[config.mk]
export PLATFORM = sky130hd
export DESIGN_NAME = pipelined_adder_flat
export DESIGN_NICKNAME = d
export VERILOG_FILES = /design/src/rtl/pipelined_adder_if.sv /design/src/rtl/pipelined_adder.sv /design/src/flat_wrapper.sv
export SDC_FILE = /design/constraint.sdc
export NUM_CORES = 1
export LEC_CHECK = 0
export ABC_AREA = 0
export ABC_CLOCK_PERIOD_IN_PS = 3300
export BUFFER_PORTS_ARGS = -buffer_cell sky130_fd_sc_hd__buf_2
export CORE_ASPECT_RATIO = 0.75
export CORE_MARGIN = 1
export CORE_UTILIZATION = 52
export CTS_BUF_LIST = sky130_fd_sc_hd__clkbuf_16
export CTS_CLUSTER_DIAMETER = 30
export CTS_CLUSTER_SIZE = 25
export DETAILED_ROUTE_END_ITERATION = 16
export PLACE_DENSITY_LB_ADDON = 0.15
export SLEW_MARGIN = 20
export SYNTH_ARGS = -nofsm -noshare
export SYNTH_HDL_FRONTEND = slang
export SYNTH_SLANG_ARGS = --single-unit
[constraint.sdc]
create_clock -name clk -period 3.3 [get_ports clk]
set_clock_uncertainty 0.1 [all_clocks]
set_input_delay 0.66 -clock clk [delete_from_list [all_inputs] [get_ports clk]]
set_output_delay 0.66 -clock clk [all_outputs]
set_load 0.03 [all_outputs]
[src/rtl/pipelined_adder_if.sv]
// Handshake bundle for pipelined_adder.
//   master : operand source / result sink (drives in_valid, a, b, cin, sub, out_ready)
//   slave  : the adder (drives in_ready, out_valid, sum, cout, ovf)
// The sub signal exists only when ADDER_SUB_EN is defined.
interface pipelined_adder_if #(
  parameter int WIDTH = 16
);
  logic             in_valid;
  logic             in_ready;
  logic [WIDTH-1:0] a;
  logic [WIDTH-1:0] b;
  logic             cin;
`ifdef ADDER_SUB_EN
  logic             sub;
`endif
  logic             out_valid;
  logic             out_ready;
  logic [WIDTH-1:0] sum;
  logic             cout;
  logic             ovf;

  modport master (
    output in_valid, a, b, cin,
`ifdef ADDER_SUB_EN
    output sub,
`endif
    output out_ready,
    input  in_ready, out_valid, sum, cout, ovf
  );

  modport slave (
    input  in_valid, a, b, cin,
`ifdef ADDER_SUB_EN
    input  sub,
`endif
    input  out_ready,
    output in_ready, out_valid, sum, cout, ovf
  );
endinterface

[src/rtl/pipelined_adder.sv]
// Pipelined WIDTH-bit adder. Operands are split into STAGES chunks of
// CW = WIDTH/STAGES bits; stage k adds chunk k and registers the partial
// sum and carry, so the carry ripples one chunk per clock.
// Ports:
//   clk : rising-edge clock
//   rst : asynchronous active-high reset
//   bus : pipelined_adder_if.slave (valid/ready in, valid/ready out,
//         a, b, cin, [sub], sum, cout, ovf)
// Option: ADDER_SUB_EN adds the sub input (A + ~B + 1, cin ignored).
// The whole pipeline moves as one: en = !out_valid || out_ready.
module pipelined_adder #(
  parameter int WIDTH  = 16,
  parameter int STAGES = 4
) (
  input  logic                clk,
  input  logic                rst,
  pipelined_adder_if.slave    bus
);
  localparam int CW = WIDTH / STAGES;

  // Index k is the input of stage k; index k+1 is its registered output.
  // Operands are shifted down by CW per stage so every stage adds bits
  // [CW-1:0]; the sum is shifted in from the top so chunk 0 lands at
  // the bottom after the last stage.
  logic             vld_pipe [0:STAGES];
  logic [WIDTH-1:0] s_pipe   [0:STAGES];
  logic             c_pipe   [0:STAGES];
  logic [WIDTH-1:0] a_pipe   [0:STAGES-1];
  logic [WIDTH-1:0] b_pipe   [0:STAGES-1];
  logic             ovf_q;
  logic             en;

  assign en           = !bus.out_valid || bus.out_ready;
  assign bus.in_ready = en;

  assign vld_pipe[0] = bus.in_valid;
  assign a_pipe[0]   = bus.a;
  assign s_pipe[0]   = '0;
`ifdef ADDER_SUB_EN
  // Subtract folds into the add: invert B once at entry, force carry-in.
  assign b_pipe[0] = bus.sub ? ~bus.b : bus.b;
  assign c_pipe[0] = bus.sub ? 1'b1   : bus.cin;
`else
  assign b_pipe[0] = bus.b;
  assign c_pipe[0] = bus.cin;
`endif

  for (genvar k = 0; k < STAGES; k++) begin : g_st
    logic [CW:0] part;
    assign part = {1'b0, a_pipe[k][CW-1:0]} + {1'b0, b_pipe[k][CW-1:0]}
                + {{CW{1'b0}}, c_pipe[k]};

    always_ff @(posedge clk or posedge rst) begin
      if (rst) begin
        vld_pipe[k+1] <= 1'b0;
        s_pipe[k+1]   <= '0;
        c_pipe[k+1]   <= 1'b0;
      end else if (en) begin
        vld_pipe[k+1] <= vld_pipe[k];
        s_pipe[k+1]   <= WIDTH'({part[CW-1:0], s_pipe[k]} >> CW);
        c_pipe[k+1]   <= part[CW];
      end
    end

    if (k < STAGES-1) begin : g_ops
      always_ff @(posedge clk or posedge rst) begin
        if (rst) begin
          a_pipe[k+1] <= '0;
          b_pipe[k+1] <= '0;
        end else if (en) begin
          a_pipe[k+1] <= a_pipe[k] >> CW;
          b_pipe[k+1] <= b_pipe[k] >> CW;
        end
      end
    end else begin : g_ovf
      // Carry into the MSB is recovered from the MSB sum bit:
      // s = a ^ b ^ c_in  =>  c_in = a ^ b ^ s.
      logic msb_cin;
      assign msb_cin = a_pipe[k][CW-1] ^ b_pipe[k][CW-1] ^ part[CW-1];
      always_ff @(posedge clk or posedge rst) begin
        if (rst)     ovf_q <= 1'b0;
        else if (en) ovf_q <= msb_cin ^ part[CW];
      end
    end
  end

  assign bus.out_valid = vld_pipe[STAGES];
  assign bus.sum       = s_pipe[STAGES];
  assign bus.cout      = c_pipe[STAGES];
  assign bus.ovf       = ovf_q;
endmodule

[src/flat_wrapper.sv]
// flat-port wrapper written by rule: the top's interface ports become plain ports
module pipelined_adder_flat 
#(
  parameter int WIDTH  = 16,
  parameter int STAGES = 4
)
  (clk, rst, bus_in_valid, bus_a, bus_b, bus_cin, bus_out_ready, bus_in_ready, bus_out_valid, bus_sum, bus_cout, bus_ovf);
  pipelined_adder_if #(.WIDTH(WIDTH)) bus_i ();
  input  logic clk;
  input  logic rst;
  input wire logic [$bits(bus_i.in_valid)-1:0] bus_in_valid;
  input wire logic [$bits(bus_i.a)-1:0] bus_a;
  input wire logic [$bits(bus_i.b)-1:0] bus_b;
  input wire logic [$bits(bus_i.cin)-1:0] bus_cin;
  input wire logic [$bits(bus_i.out_ready)-1:0] bus_out_ready;
  output wire logic [$bits(bus_i.in_ready)-1:0] bus_in_ready;
  output wire logic [$bits(bus_i.out_valid)-1:0] bus_out_valid;
  output wire logic [$bits(bus_i.sum)-1:0] bus_sum;
  output wire logic [$bits(bus_i.cout)-1:0] bus_cout;
  output wire logic [$bits(bus_i.ovf)-1:0] bus_ovf;
  assign bus_i.in_valid = bus_in_valid;
  assign bus_i.a = bus_a;
  assign bus_i.b = bus_b;
  assign bus_i.cin = bus_cin;
  assign bus_i.out_ready = bus_out_ready;
  assign bus_in_ready = bus_i.in_ready;
  assign bus_out_valid = bus_i.out_valid;
  assign bus_sum = bus_i.sum;
  assign bus_cout = bus_i.cout;
  assign bus_ovf = bus_i.ovf;
  pipelined_adder #(.WIDTH(WIDTH), .STAGES(STAGES)) u_core (.clk(clk), .rst(rst), .bus(bus_i));
endmodule
==> results of run 1 <==
## cells in the final DEF (no fill, tap or decap), drive strengths merged
| cell type | count |
|---|---|
| a21o | 6 |
| xnor2 | 3 |
| dfrtp | 97 |
| inv | 11 |
| clkinvlp | 1 |
| nor2b | 3 |
| ha | 12 |
| nand2b | 1 |
| nor2 | 10 |
| fa | 8 |
| buf | 59 |
| bufinv | 2 |
| clkbuf | 9 |
| nand2 | 246 |
| xor2 | 5 |
| o21ai | 12 |
| a21oi | 14 |
## registers in the layout, summed over array words and instances, names as in the netlist
| signal | count |
|---|---|
| u_core.b_pipe | 24 |
| u_core.bus.sum | 16 |
| u_core.bus.ovf | 1 |
| u_core.bus.cout | 1 |
| u_core.s_pipe | 24 |
| u_core.bus.out_valid | 1 |
| u_core.c_pipe | 3 |
| u_core.vld_pipe | 3 |
| u_core.a_pipe | 24 |
## cells in the mapped netlist
cell type,number
sky130_fd_sc_hd__nor2b_1,2
sky130_fd_sc_hd__a21oi_1,12
sky130_fd_sc_hd__a21oi_2,2
sky130_fd_sc_hd__a21o_1,6
sky130_fd_sc_hd__xnor2_1,3
sky130_fd_sc_hd__nand2b_1,1
sky130_fd_sc_hd__nor2b_4,1
sky130_fd_sc_hd__xor2_1,5
sky130_fd_sc_hd__inv_1,8
sky130_fd_sc_hd__nor2_1,10
sky130_fd_sc_hd__buf_6,9
sky130_fd_sc_hd__buf_2,12
sky130_fd_sc_hd__o21ai_0,9
sky130_fd_sc_hd__dfrtp_1,97
sky130_fd_sc_hd__o21ai_1,2
sky130_fd_sc_hd__nand2_1,246
sky130_fd_sc_hd__ha_1,12
sky130_fd_sc_hd__o21ai_2,1
sky130_fd_sc_hd__buf_4,16
sky130_fd_sc_hd__inv_4,1
sky130_fd_sc_hd__fa_1,8
## per-stage QoR
stage / hold slack (ps) / instances / util / setup slack, ps
floorplan: 330 / 463 / - / 6.28
global placement: 341 / 590 / 0.562 / 1180
detailed placement: 348 / 590 / 0.562 / 1130
CTS: 319 / 604 / 0.600 / 1150
global route: 352 / 604 / 0.600 / 1090
finish: 300 / 604 / 0.600 / 1170
## per-layer routing
layer	GRT usage	up-vias
li1	-	1464
met1	0.254	1324
met2	0.292	49
met3	0.0409	9
met4	0.0781	0
met5	0	-
## power breakdown
part	switching [mW]	total (mW)	internal, mW
Sequential	0.281	1.99	1.71
Combinational	1.06	1.68	0.627
Clock	0.411	1.06	0.650
Total	1.75	4.73	2.99
## logic make-up after synthesis
family / Yosys count
buf+inv: 46
compound gates: 32
flops: 97
fa+ha+maj: 20
simple gates: 260
xor+xnor: 8
## cell type report
type	count	area (um^2)	share of cell area
sequential	97	2430	0.509
multi-input combinational	320	1560	0.327
timing repair buffer	59	315	0.0661
clock buffer	9	225	0.0472
tap	105	131	0.0275
clock inverter	5	75.1	0.0157
inverter	9	38.8	0.00813
## path summary, 6_finish.rpt
path                                       from            endpoint  cells after the start
max reg2reg                    u_core.b_pipe[0]      u_core.bus.ovf                      6
max in group asynchronous                   rst   u_core.a_pipe[43]                      3
min                                         rst   u_core.a_pipe[34]                      2
min reg2reg                  u_core.vld_pipe[1]  u_core.vld_pipe[1]                      2
max                        u_core.bus.out_valid        bus_in_ready                      3
min in group clk             u_core.vld_pipe[1]  u_core.vld_pipe[1]                      2
==> results_tabular.tex, run 1 <==
\begin{tabular}{lr}
\hline
Metric & Value \\
\hline
\multicolumn{2}{l}{\textbf{Synth}} \\
Count of unique library cells instantiated by Yosys & 21 \\
Simple-gate share of the synthesized area & 0.231 \\
Synth Net Count & 520 \\
Post-synth top area share & 0.564 \\
Largest family of logic cells by synthesized area & simple AND/OR/NAND/NOR gates \\
Avg Synthesized Cell Area & 9.30 um\^{}2 \\
Number of synthesized register bits & 97 \\
Sequential element share of the synthesized area & 0.564 \\
Synthesized instance count & 463 \\
Adder-cell share of the synthesized area & 0.0721 \\
Number of synthesis warnings & 0 \\
Multiplexer area fraction after synthesis & 0 \\
Synthesized-area fraction occupied by ao, oa, aoi and oai cells & 0.0433 \\
Cell taking the most area after synthesis & sky130\_fd\_sc\_hd\_\_dfrtp\_1 \\
Post-synthesis xor/xnor area fraction & 0.0163 \\
Synth top area cells & sky130\_fd\_sc\_hd\_\_dfrtp\_1 56\%, sky130\_fd\_sc\_hd\_\_nand2\_1 21\%, sky130\_fd\_sc\_hd\_\_fa\_1 3.7\% \\
Total standard cell area after synthesis & 4310 um\^{}2 \\
\multicolumn{2}{l}{\textbf{Worst setup path}} \\
Classification of the worst setup path & register to primary output \\
CP Launch Type & register \\
CP endpoint kind & primary output \\
Crit path buf inv count & 2 \\
Worst-path cell with the longest stage delay & sky130\_fd\_sc\_hd\_\_dfrtp\_1 \\
Register-to-register setup slack & 1230 ps \\
Cell type group with the largest total delay on the critical path & buffers and inverters \\
Stage delay of the slowest cell on the critical path & 370 ps \\
Worst Path Max Fanout & 36 \\
Critical path, cell by cell & nor2b\_4 -> inv\_4 -> buf\_2 \\
Arrival time at the worst endpoint & 1370 ps \\
Critical path data required time & 2540 ps \\
\multicolumn{2}{l}{\textbf{Die}} \\
Initial standard-cell utilization of the core & 0.541 \\
Die H & 80.8 um \\
Std cell rows & 28 \\
Core area & 7950 um\^{}2 \\
Number of top-level pins & 57 \\
Die Footprint & 8650 um\^{}2 \\
Die W & 107 um \\
\multicolumn{2}{l}{\textbf{Placed design}} \\
IO Port Bufs & 56 \\
Final Wtd Congestion & 0.760 \\
HPWL after detailed placement & 4500 um \\
Placed inst area & 4470 um\^{}2 \\
\multicolumn{2}{l}{\textbf{GRT}} \\
Total global routing overflow & 0 \\
Initial antenna violation count & 0 \\
Via count of the first global-routing pass & 2,785 \\
Maximum number of pins on one net before global-route repair & 95 \\
Wire length of the first global-routing pass & 12,400 um \\
Overall track demand over capacity in global routing & 0.186 \\
\multicolumn{2}{l}{\textbf{Status}} \\
Outcome & completed \\
\multicolumn{2}{l}{\textbf{Layout}} \\
Fraction of final layout cells with drive strength greater than 1 & 0.154 \\
Net count, final & 553 \\
Filler Cells Inserted & 707 \\
Final instance area & 4770 um\^{}2 \\
Diodes inserted & 0 \\
Area overhead of the layout relative to synthesis & 10.9\% \\
\multicolumn{2}{l}{\textbf{Clock tree}} \\
Number of levels in the clock H-tree & 3 \\
Clock buffers created by TritonCTS & 9 \\
Worst-skew pair later-pin latency & 330 ps \\
\# Post-CTS Setup Buffers & 0 \\
CTS sink count & 97 \\
Clock transition at the registers of the reported paths & 60 ps \\
Number of buffers inserted for hold repair after clock tree synthesis & 0 \\
Clock tree from TritonCTS & done \\
Bufs on Longest Clock Path & 2 \\
Clock tree root buffer cell & sky130\_fd\_sc\_hd\_\_clkbuf\_16 \\
CTS resizes & 0 \\
\multicolumn{2}{l}{\textbf{Drt}} \\
Uppermost layer routed & met4 \\
Routed via count divided by cell count & 4.71 \\
DRC violations left & 0 \\
Met1 Routed Length & 3570 um \\
Met3 wire length & 262 um \\
Total via count in the routed design & 2,846 \\
Routed met2 length & 3070 um \\
Starting DRC count in detailed routing & 127 \\
Routed wire per std cell & 11.6 um \\
TritonRoute pass-1 iters & 4 \\
Total Routed Length & 7010 um \\
DRT antenna net count & 0 \\
\multicolumn{2}{l}{\textbf{Timing}} \\
Time the final worst path needs with I/O delays and setup & 2130 ps \\
Slew HR & 0.397 \\
Worst-Margin Slew & 904 ps \\
Total Neg Setup Slack & 0 ps \\
Final Cycle Share & 0.646 \\
Setup repair after global routing missed its margin & false \\
Final setup violating endpoints & 0 \\
Final hold violation count & 0 \\
Slew Viols, Final & 0 \\
Maximum frequency from static timing analysis & 469 MHz \\
\multicolumn{2}{l}{\textbf{Flow run}} \\
\# Max-Cap Violations & 0 \\
\multicolumn{2}{l}{\textbf{Power}} \\
Pwr Density & 992 nW/um\^{}2 \\
Maximum ir drop on the vdd rail & 0.414 mV \\
Leakage power & 2.61 nW \\
Power after layout & 4.73 mW \\
\multicolumn{2}{l}{\textbf{Min path}} \\
Worst hold-check path type & primary input to asynchronous set/reset pin \\
\hline
\end{tabular}
Power figures use the tool's default switching activity.
==> run 2, diff against run 1 <==
--- a/config.mk
+++ b/config.mk
@@ -6,7 +6,7 @@
 export NUM_CORES = 1
 export LEC_CHECK = 0
 export ABC_AREA = 0
-export ABC_CLOCK_PERIOD_IN_PS = 3300
+export ABC_CLOCK_PERIOD_IN_PS = 1800
 export BUFFER_PORTS_ARGS = -buffer_cell sky130_fd_sc_hd__buf_2
 export CORE_ASPECT_RATIO = 0.75
 export CORE_MARGIN = 1
==> constraint.sdc (replaced) <==
create_clock -name clk -period 1.8 [get_ports clk]
set_clock_uncertainty 0.1 [all_clocks]
set_input_delay 0.36 -clock clk [delete_from_list [all_inputs] [get_ports clk]]
set_output_delay 0.36 -clock clk [all_outputs]
set_load 0.03 [all_outputs]
==> results_tabular.tex, run 2 (synthesized netlist as in run 1, its figures left out) <==
\begin{tabular}{lr}
\hline
Metric & Value \\
\hline
\multicolumn{2}{l}{\textbf{Status}} \\
Outcome & complete, but fails checks \\
Failing checks & negative setup slack \\
\multicolumn{2}{l}{\textbf{Timing}} \\
Slew Viols, Final & 0 (unchanged) \\
Final hold violation count & 0 (unchanged) \\
Final setup margin & -76.0 ps (-1240 ps) \\
Tightest hold margin & 51.7 ps (-249 ps) \\
Final Cycle Share & 1.04 \\
Final setup violating endpoints & 1 (+1) \\
Maximum frequency from static timing analysis & 533 MHz \\
Worst-Margin Slew & 499 ps (-406 ps) \\
Slew HR & 0.667 (+0.270) \\
Setup repair after global routing missed its margin & true \\
Time the final worst path needs with I/O delays and setup & 1880 ps \\
Total Neg Setup Slack & -76.0 ps (-76.0 ps) \\
\multicolumn{2}{l}{\textbf{Drt}} \\
Starting DRC count in detailed routing & 134 (+5.5\%) \\
TritonRoute pass-1 iters & 4 (unchanged) \\
DRT antenna net count & 0 (unchanged) \\
Routed via count divided by cell count & 4.66 (-1.1\%) \\
Routed wire per std cell & 11.4 um (-1.4\%) \\
Total via count in the routed design & 2,847 (+0.035\%) \\
Total Routed Length & 6980 um (-0.30\%) \\
DRC violations left & 0 (unchanged) \\
\multicolumn{2}{l}{\textbf{Worst setup path}} \\
Classification of the worst setup path & register to register \\
Critical path data required time & 1920 ps (-620 ps) \\
Worst Path Max Fanout & 2 (-94\%) \\
CP endpoint kind & register \\
CP Launch Type & register \\
Arrival time at the worst endpoint & 2000 ps (+630 ps) \\
\multicolumn{2}{l}{\textbf{Layout}} \\
Net count, final & 559 (+1.1\%) \\
Layout Cells excl Fill & 611 (+1.2\%) \\
Most frequent cells in the layout & 246 x sky130\_fd\_sc\_hd\_\_nand2\_1, 97 x sky130\_fd\_sc\_hd\_\_dfrtp\_1, 56 x sky130\_fd\_sc\_hd\_\_buf\_2, 12 x sky130\_fd\_sc\_hd\_\_ha\_1, 11 x sky130\_fd\_sc\_hd\_\_a21oi\_1 \\
Area overhead of the layout relative to synthesis & 12.6\% \\
Diodes inserted & 0 (unchanged) \\
Filler Cells Inserted & 711 (+0.57\%) \\
Fraction of final layout cells with drive strength greater than 1 & 0.176 (+0.0216) \\
Most frequent standard cell in the layout excluding fill and tap cells & sky130\_fd\_sc\_hd\_\_nand2\_1 \\
Largest registers ranked by flip-flop count & u\_core.a\_pipe: 24 flops, u\_core.b\_pipe: 24 flops, u\_core.s\_pipe: 24 flops \\
\multicolumn{2}{l}{\textbf{Power}} \\
Maximum ir drop on the vdd rail & 0.694 mV (+68\%) \\
Leakage power & 2.64 nW (+1.1\%) \\
Power after layout & 8.79 mW (+86\%) \\
Pwr Density & 1810 nW/um\^{}2 (+83\%) \\
\multicolumn{2}{l}{\textbf{Flow run}} \\
\# Max-Cap Violations & 0 (unchanged) \\
\multicolumn{2}{l}{\textbf{Clock tree}} \\
Number of buffers inserted for hold repair after clock tree synthesis & 0 (unchanged) \\
Worst-skew pair later-pin latency & 330 ps (about the same) \\
CTS sink count & 97 (unchanged) \\
Clock tree from TritonCTS & done \\
Number of levels in the clock H-tree & 3 (unchanged) \\
Clock transition at the registers of the reported paths & 60 ps (about the same) \\
Clock buffers created by TritonCTS & 9 (unchanged) \\
Clock tree root buffer cell & sky130\_fd\_sc\_hd\_\_clkbuf\_16 \\
\# Post-CTS Setup Buffers & 0 (unchanged) \\
Bufs on Longest Clock Path & 2 (unchanged) \\
\multicolumn{2}{l}{\textbf{GRT}} \\
Initial antenna violation count & 0 (unchanged) \\
Maximum number of pins on one net before global-route repair & 98 (+3.2\%) \\
Wire length of the first global-routing pass & 12,100 um (-2.7\%) \\
Total global routing overflow & 0 (unchanged) \\
Via count of the first global-routing pass & 2,646 (-5.0\%) \\
Overall track demand over capacity in global routing & 0.182 (-0.00441) \\
\multicolumn{2}{l}{\textbf{Placed design}} \\
HPWL after detailed placement & 4640 um (+3.2\%) \\
Final Wtd Congestion & 0.778 (+2.4\%) \\
IO Port Bufs & 56 (unchanged) \\
Worst setup timing slack at the placement stage & -79.8 ps (-1210 ps) \\
Placed cell count & 596 (+1.0\%) \\
\multicolumn{2}{l}{\textbf{Die}} \\
Std cell rows & 28 (unchanged) \\
Core area & 7950 um\^{}2 (unchanged) \\
Die Footprint & 8650 um\^{}2 (unchanged) \\
Number of top-level pins & 57 (unchanged) \\
Initial standard-cell utilization of the core & 0.541 (unchanged) \\
Die H & 80.8 um (unchanged) \\
Die W & 107 um (unchanged) \\
\multicolumn{2}{l}{\textbf{Min path}} \\
Worst hold-check path type & primary input to asynchronous set/reset pin \\
\hline
\end{tabular}
-- run 2: cell types whose count changed in the layout (fill, tap and decap cells not counted) --
cell | previous run | this run
sky130_fd_sc_hd__a21oi_1 | 12 | 11
sky130_fd_sc_hd__a21oi_2 | 2 | 3
sky130_fd_sc_hd__buf_12 | 1 | 2
sky130_fd_sc_hd__buf_4 | 2 | 7
sky130_fd_sc_hd__clkinv_1 | 0 | 1
sky130_fd_sc_hd__clkinv_2 | 0 | 1
sky130_fd_sc_hd__fa_1 | 8 | 3
sky130_fd_sc_hd__fa_2 | 0 | 5
sky130_fd_sc_hd__inv_4 | 2 | 1
sky130_fd_sc_hd__o21ai_0 | 9 | 8
sky130_fd_sc_hd__o21ai_1 | 2 | 3
-- run 2: repair_timing --
action	in CTS	in global routing
setup endpoints to repair	2	6
gates resized for setup	1	3
hold endpoints to repair	0	0
cloned	0	0
pin swaps	0	7
-- run 2: area by class of cell --
type / instances / area, um^2 / area share
Inverter: 9 / 40.0 / 0.00826
Multi-Input combinational cell: 320 / 1580 / 0.325
Clock buffer: 9 / 225 / 0.0464
Timing Repair Buffer: 65 / 373 / 0.0769
Clock inverter: 6 / 76.3 / 0.0157
Sequential cell: 97 / 2430 / 0.501
Tap cell: 105 / 131 / 0.0271
-- run 2: worst max-delay path, stage by stage, from the launching register on --
cell	delay (ps)
sky130_fd_sc_hd__dfrtp_1	400
sky130_fd_sc_hd__fa_2	400
sky130_fd_sc_hd__fa_2	350
sky130_fd_sc_hd__a21o_1	170
sky130_fd_sc_hd__a21oi_2	150
sky130_fd_sc_hd__xnor2_1	140
sky130_fd_sc_hd__o21ai_2	60
-- run 2: routing by layer --
layer / GRT usage / up-vias / part of all wire
met5: 0 / - / 0
met4: 0.0781 / 0 / 0.014
met3: 0.0417 / 8 / 0.034
met2: 0.274 / 53 / 0.43
met1: 0.256 / 1302 / 0.52
li1: - / 1484 / -
-- run 2: worst paths after layout --
| path | from | end | slack (ps) | cells past startpoint |
|---|---|---|---|---|
| worst max-delay path | u_core.b_pipe[0] | u_core.bus.ovf | -80 | 6 |
| worst min-delay path | rst | u_core.b_pipe[34] | 50 | 3 |
| worst max register to register | u_core.b_pipe[0] | u_core.bus.ovf | -80 | 6 |
| worst min register to register | u_core.bus.sum[2] | u_core.bus.sum[2] | 360 | 2 |
| max in group asynchronous | rst | u_core.s_pipe[29] | 1160 | 3 |
| min in group clk | bus_in_valid | u_core.vld_pipe[3] | 120 | 3 |
-- run 2: power breakdown --
part	leakage [nW]	total, mW	switching, mW	internal [mW]
Combinational	1.31	3.21	1.95	1.25
Clock	0.155	1.93	0.735	1.19
Sequential	1.17	3.65	0.521	3.13
-- run 2: stage by stage --
stage,cell area [um^2],util
after floorplan,4320,-
after global placement,4540,0.571
after detailed placement,4540,0.571
after CTS,4840,0.609
after global routing,4850,0.610
final,4850,0.610
==> run 3, diff against run 2 <==
--- a/config.mk
+++ b/config.mk
@@ -9,8 +9,8 @@
 export ABC_CLOCK_PERIOD_IN_PS = 1800
 export BUFFER_PORTS_ARGS = -buffer_cell sky130_fd_sc_hd__buf_2
 export CORE_ASPECT_RATIO = 0.75
-export CORE_MARGIN = 1
-export CORE_UTILIZATION = 52
+export CORE_MARGIN = 2
+export CORE_UTILIZATION = 25
 export CTS_BUF_LIST = sky130_fd_sc_hd__clkbuf_16
 export CTS_CLUSTER_DIAMETER = 30
 export CTS_CLUSTER_SIZE = 25
==> results_tabular.tex, run 3 (synthesized netlist as in run 1, its figures left out) <==
\begin{tabular}{lr}
\hline
Metric & Value \\
\hline
\multicolumn{2}{l}{\textbf{Clock tree}} \\
Clock tree from TritonCTS & done \\
Number of levels in the clock H-tree & 3 (unchanged) \\
Worst-skew pair later-pin latency & 340 ps (about the same) \\
Bufs on Longest Clock Path & 2 (unchanged) \\
Clock tree root buffer cell & sky130\_fd\_sc\_hd\_\_clkbuf\_16 \\
Clock buffers created by TritonCTS & 9 (unchanged) \\
CTS sink count & 97 (unchanged) \\
Clock transition at the registers of the reported paths & 70 ps (about the same) \\
\multicolumn{2}{l}{\textbf{Min path}} \\
Worst hold-check path type & primary input to register \\
Startpoint of the tightest hold check path & bus\_in\_valid \\
\multicolumn{2}{l}{\textbf{Die}} \\
Die H & 118 um (+46\%) \\
Die Footprint & 18,300 um\^{}2 (+110\%) \\
Number of top-level pins & 57 (unchanged) \\
Std cell rows & 41 (+46\%) \\
Die W & 156 um (+45\%) \\
Core area & 16,800 um\^{}2 (+110\%) \\
Initial standard-cell utilization of the core & 0.256 (-0.286) \\
\multicolumn{2}{l}{\textbf{Drt}} \\
DRC violations left & 0 (unchanged) \\
Total Routed Length & 8840 um (+27\%) \\
Routed wire per std cell & 12.1 um (+6.0\%) \\
Starting DRC count in detailed routing & 104 (-22\%) \\
DRT antenna net count & 0 (unchanged) \\
Routed via count divided by cell count & 3.95 (-15\%) \\
Total via count in the routed design & 2,883 (+1.3\%) \\
TritonRoute pass-1 iters & 6 (+2) \\
\multicolumn{2}{l}{\textbf{Timing}} \\
Slew HR & 0.774 (+0.106) \\
Final setup margin & -129 ps (-52.7 ps) \\
Worst-Margin Slew & 339 ps (-160 ps) \\
Slew Viols, Final & 0 (unchanged) \\
Final setup violating endpoints & 3 (+2) \\
Final hold violation count & 0 (unchanged) \\
Final Cycle Share & 1.07 (+0.0293) \\
Maximum frequency from static timing analysis & 518 MHz (-2.7\%) \\
Setup repair after global routing missed its margin & true \\
Time the final worst path needs with I/O delays and setup & 1930 ps (+52.7 ps) \\
\multicolumn{2}{l}{\textbf{Flow run}} \\
\# Max-Cap Violations & 0 (unchanged) \\
\multicolumn{2}{l}{\textbf{Worst setup path}} \\
Critical path data required time & 1920 ps (about the same) \\
CP endpoint kind & register \\
Origin of the worst setup path & u\_core.a\_pipe[0] \\
Arrival time at the worst endpoint & 2050 ps (+50 ps) \\
CP Launch Type & register \\
Critical register-to-register path startpoint & u\_core.a\_pipe[0] \\
Worst Path Max Fanout & 2 (unchanged) \\
Classification of the worst setup path & register to register \\
\multicolumn{2}{l}{\textbf{Layout}} \\
Area overhead of the layout relative to synthesis & 17.6\% \\
Diodes inserted & 0 (unchanged) \\
Filler Cells Inserted & 1,852 (+160\%) \\
Most frequent standard cell in the layout excluding fill and tap cells & sky130\_fd\_sc\_hd\_\_nand2\_1 \\
Most frequent cells in the layout & 246 x sky130\_fd\_sc\_hd\_\_nand2\_1, 97 x sky130\_fd\_sc\_hd\_\_dfrtp\_1, 56 x sky130\_fd\_sc\_hd\_\_buf\_2, 12 x sky130\_fd\_sc\_hd\_\_ha\_1, 12 x sky130\_fd\_sc\_hd\_\_buf\_4 \\
Net count, final & 567 (+1.4\%) \\
Largest registers ranked by flip-flop count & u\_core.a\_pipe: 24 flops, u\_core.b\_pipe: 24 flops, u\_core.s\_pipe: 24 flops \\
Fraction of final layout cells with drive strength greater than 1 & 0.192 (+0.0163) \\
Core occupancy in the finished layout & 0.301 (-0.309) \\
Final instance area & 5060 um\^{}2 (+4.4\%) \\
Layout Cells excl Fill & 730 (+19\%) \\
\multicolumn{2}{l}{\textbf{GRT}} \\
Via count of the first global-routing pass & 3,022 (+14\%) \\
Total global routing overflow & 0 (unchanged) \\
Wire length of the first global-routing pass & 15,400 um (+28\%) \\
Initial antenna violation count & 0 (unchanged) \\
Maximum number of pins on one net before global-route repair & 76 (-22\%) \\
Overall track demand over capacity in global routing & 0.106 (-0.0760) \\
\multicolumn{2}{l}{\textbf{Power}} \\
Clock power frac & 0.212 (-0.007) \\
Relative contribution of combinational cells to total power & 0.378 (+0.013) \\
Switching power share of the total & 0.381 (+0.0159) \\
Internal portion of total power & 5.56 mW (-0.28\%) \\
Proportion of power drawn by flip-flops and latches & 0.410 (-0.006) \\
Maximum ir drop on the vdd rail & 0.481 mV (-31\%) \\
Pwr Density & 1780 nW/um\^{}2 (-2.0\%) \\
Reported net switching power & 3.43 mW (+6.7\%) \\
Leakage power & 2.66 nW (+0.86\%) \\
\multicolumn{2}{l}{\textbf{Placed design}} \\
Placed cell count & 707 (+19\%) \\
HPWL after detailed placement & 5970 um (+29\%) \\
Final Wtd Congestion & 0.779 (about the same) \\
IO Port Bufs & 56 (unchanged) \\
Placed inst area & 4700 um\^{}2 (+3.5\%) \\
\multicolumn{2}{l}{\textbf{Status}} \\
Failing checks & negative setup slack \\
Outcome & complete, but fails checks \\
\hline
\end{tabular}
-- run 3: repair_timing --
| item | 4_1_cts | 5_1_grt |
|---|---|---|
| pin swaps | 4 | 6 |
| buffers inserted | 3 | 3 |
| hold buffers | 1 | 0 |
| endpoints found under the setup margin | 4 | 7 |
| resized for setup | 2 | 3 |
| hold endpoints to repair | 4 | 0 |
-- run 3: per-layer routing --
| metal | share of wire | global-route usage | up-vias |
|---|---|---|---|
| met5 | 0 | 0 | - |
| met4 | 0.013 | 0.0292 | 0 |
| met3 | 0.055 | 0.0317 | 9 |
| met2 | 0.39 | 0.144 | 51 |
| met1 | 0.54 | 0.161 | 1325 |
| li1 | - | - | 1498 |
-- run 3: metrics by stage --
step / TNS (ps) / setup slack, ps / total power, mW / hold slack, ps
finish: -305 / -129 / 8.99 / 109
global route: -659 / -217 / 9.81 / 104
CTS: -215 / -123 / 9.09 / 92.7
detailed placement: -196 / -127 / 7.05 / 189
global placement: -113 / -98.0 / 6.98 / 185
floorplan: -50.0 / -50.0 / 6.39 / 330
-- run 3: worst paths after layout --
| path | end | slack, ps | cells past startpoint |
|---|---|---|---|
| max | u_core.bus.ovf | -130 | 6 |
| min | u_core.vld_pipe[3] | 110 | 3 |
| max reg2reg | u_core.bus.ovf | -130 | 6 |
| min reg2reg | u_core.bus.sum[1] | 360 | 2 |
| max in group asynchronous | u_core.bus.sum[13] | 690 | 4 |
| min in group asynchronous | u_core.vld_pipe[3] | 370 | 3 |
-- run 3: worst max-delay path: stages (launching register included) --
cell	delay, ps
sky130_fd_sc_hd__dfrtp_1	400
sky130_fd_sc_hd__fa_2	410
sky130_fd_sc_hd__fa_2	350
sky130_fd_sc_hd__a21o_1	180
sky130_fd_sc_hd__a21oi_2	160
sky130_fd_sc_hd__xnor2_1	150
sky130_fd_sc_hd__o21ai_2	60
-- run 3: power groups by stage --
stage	Sequential [mW]	Clock (mW)	Combinational (mW)
2_1_floorplan	3.64	0	2.75
3_3_place_gp	3.70	0	3.28
3_5_place_dp	3.74	0	3.31
4_1_cts	3.70	1.99	3.40
5_1_grt	3.82	2.08	3.92
6_report	3.68	1.91	3.40
-- run 3: final cells by class --
class,count,area (um^2),share of cell area
sequential,97,2430,0.479
timing repair buffer,73,452,0.0892
clock inverter,7,68.8,0.0136
clock buffer,9,225,0.0445
tap,215,269,0.0531
multi-input combinational,320,1580,0.312
inverter,9,40.0,0.00791
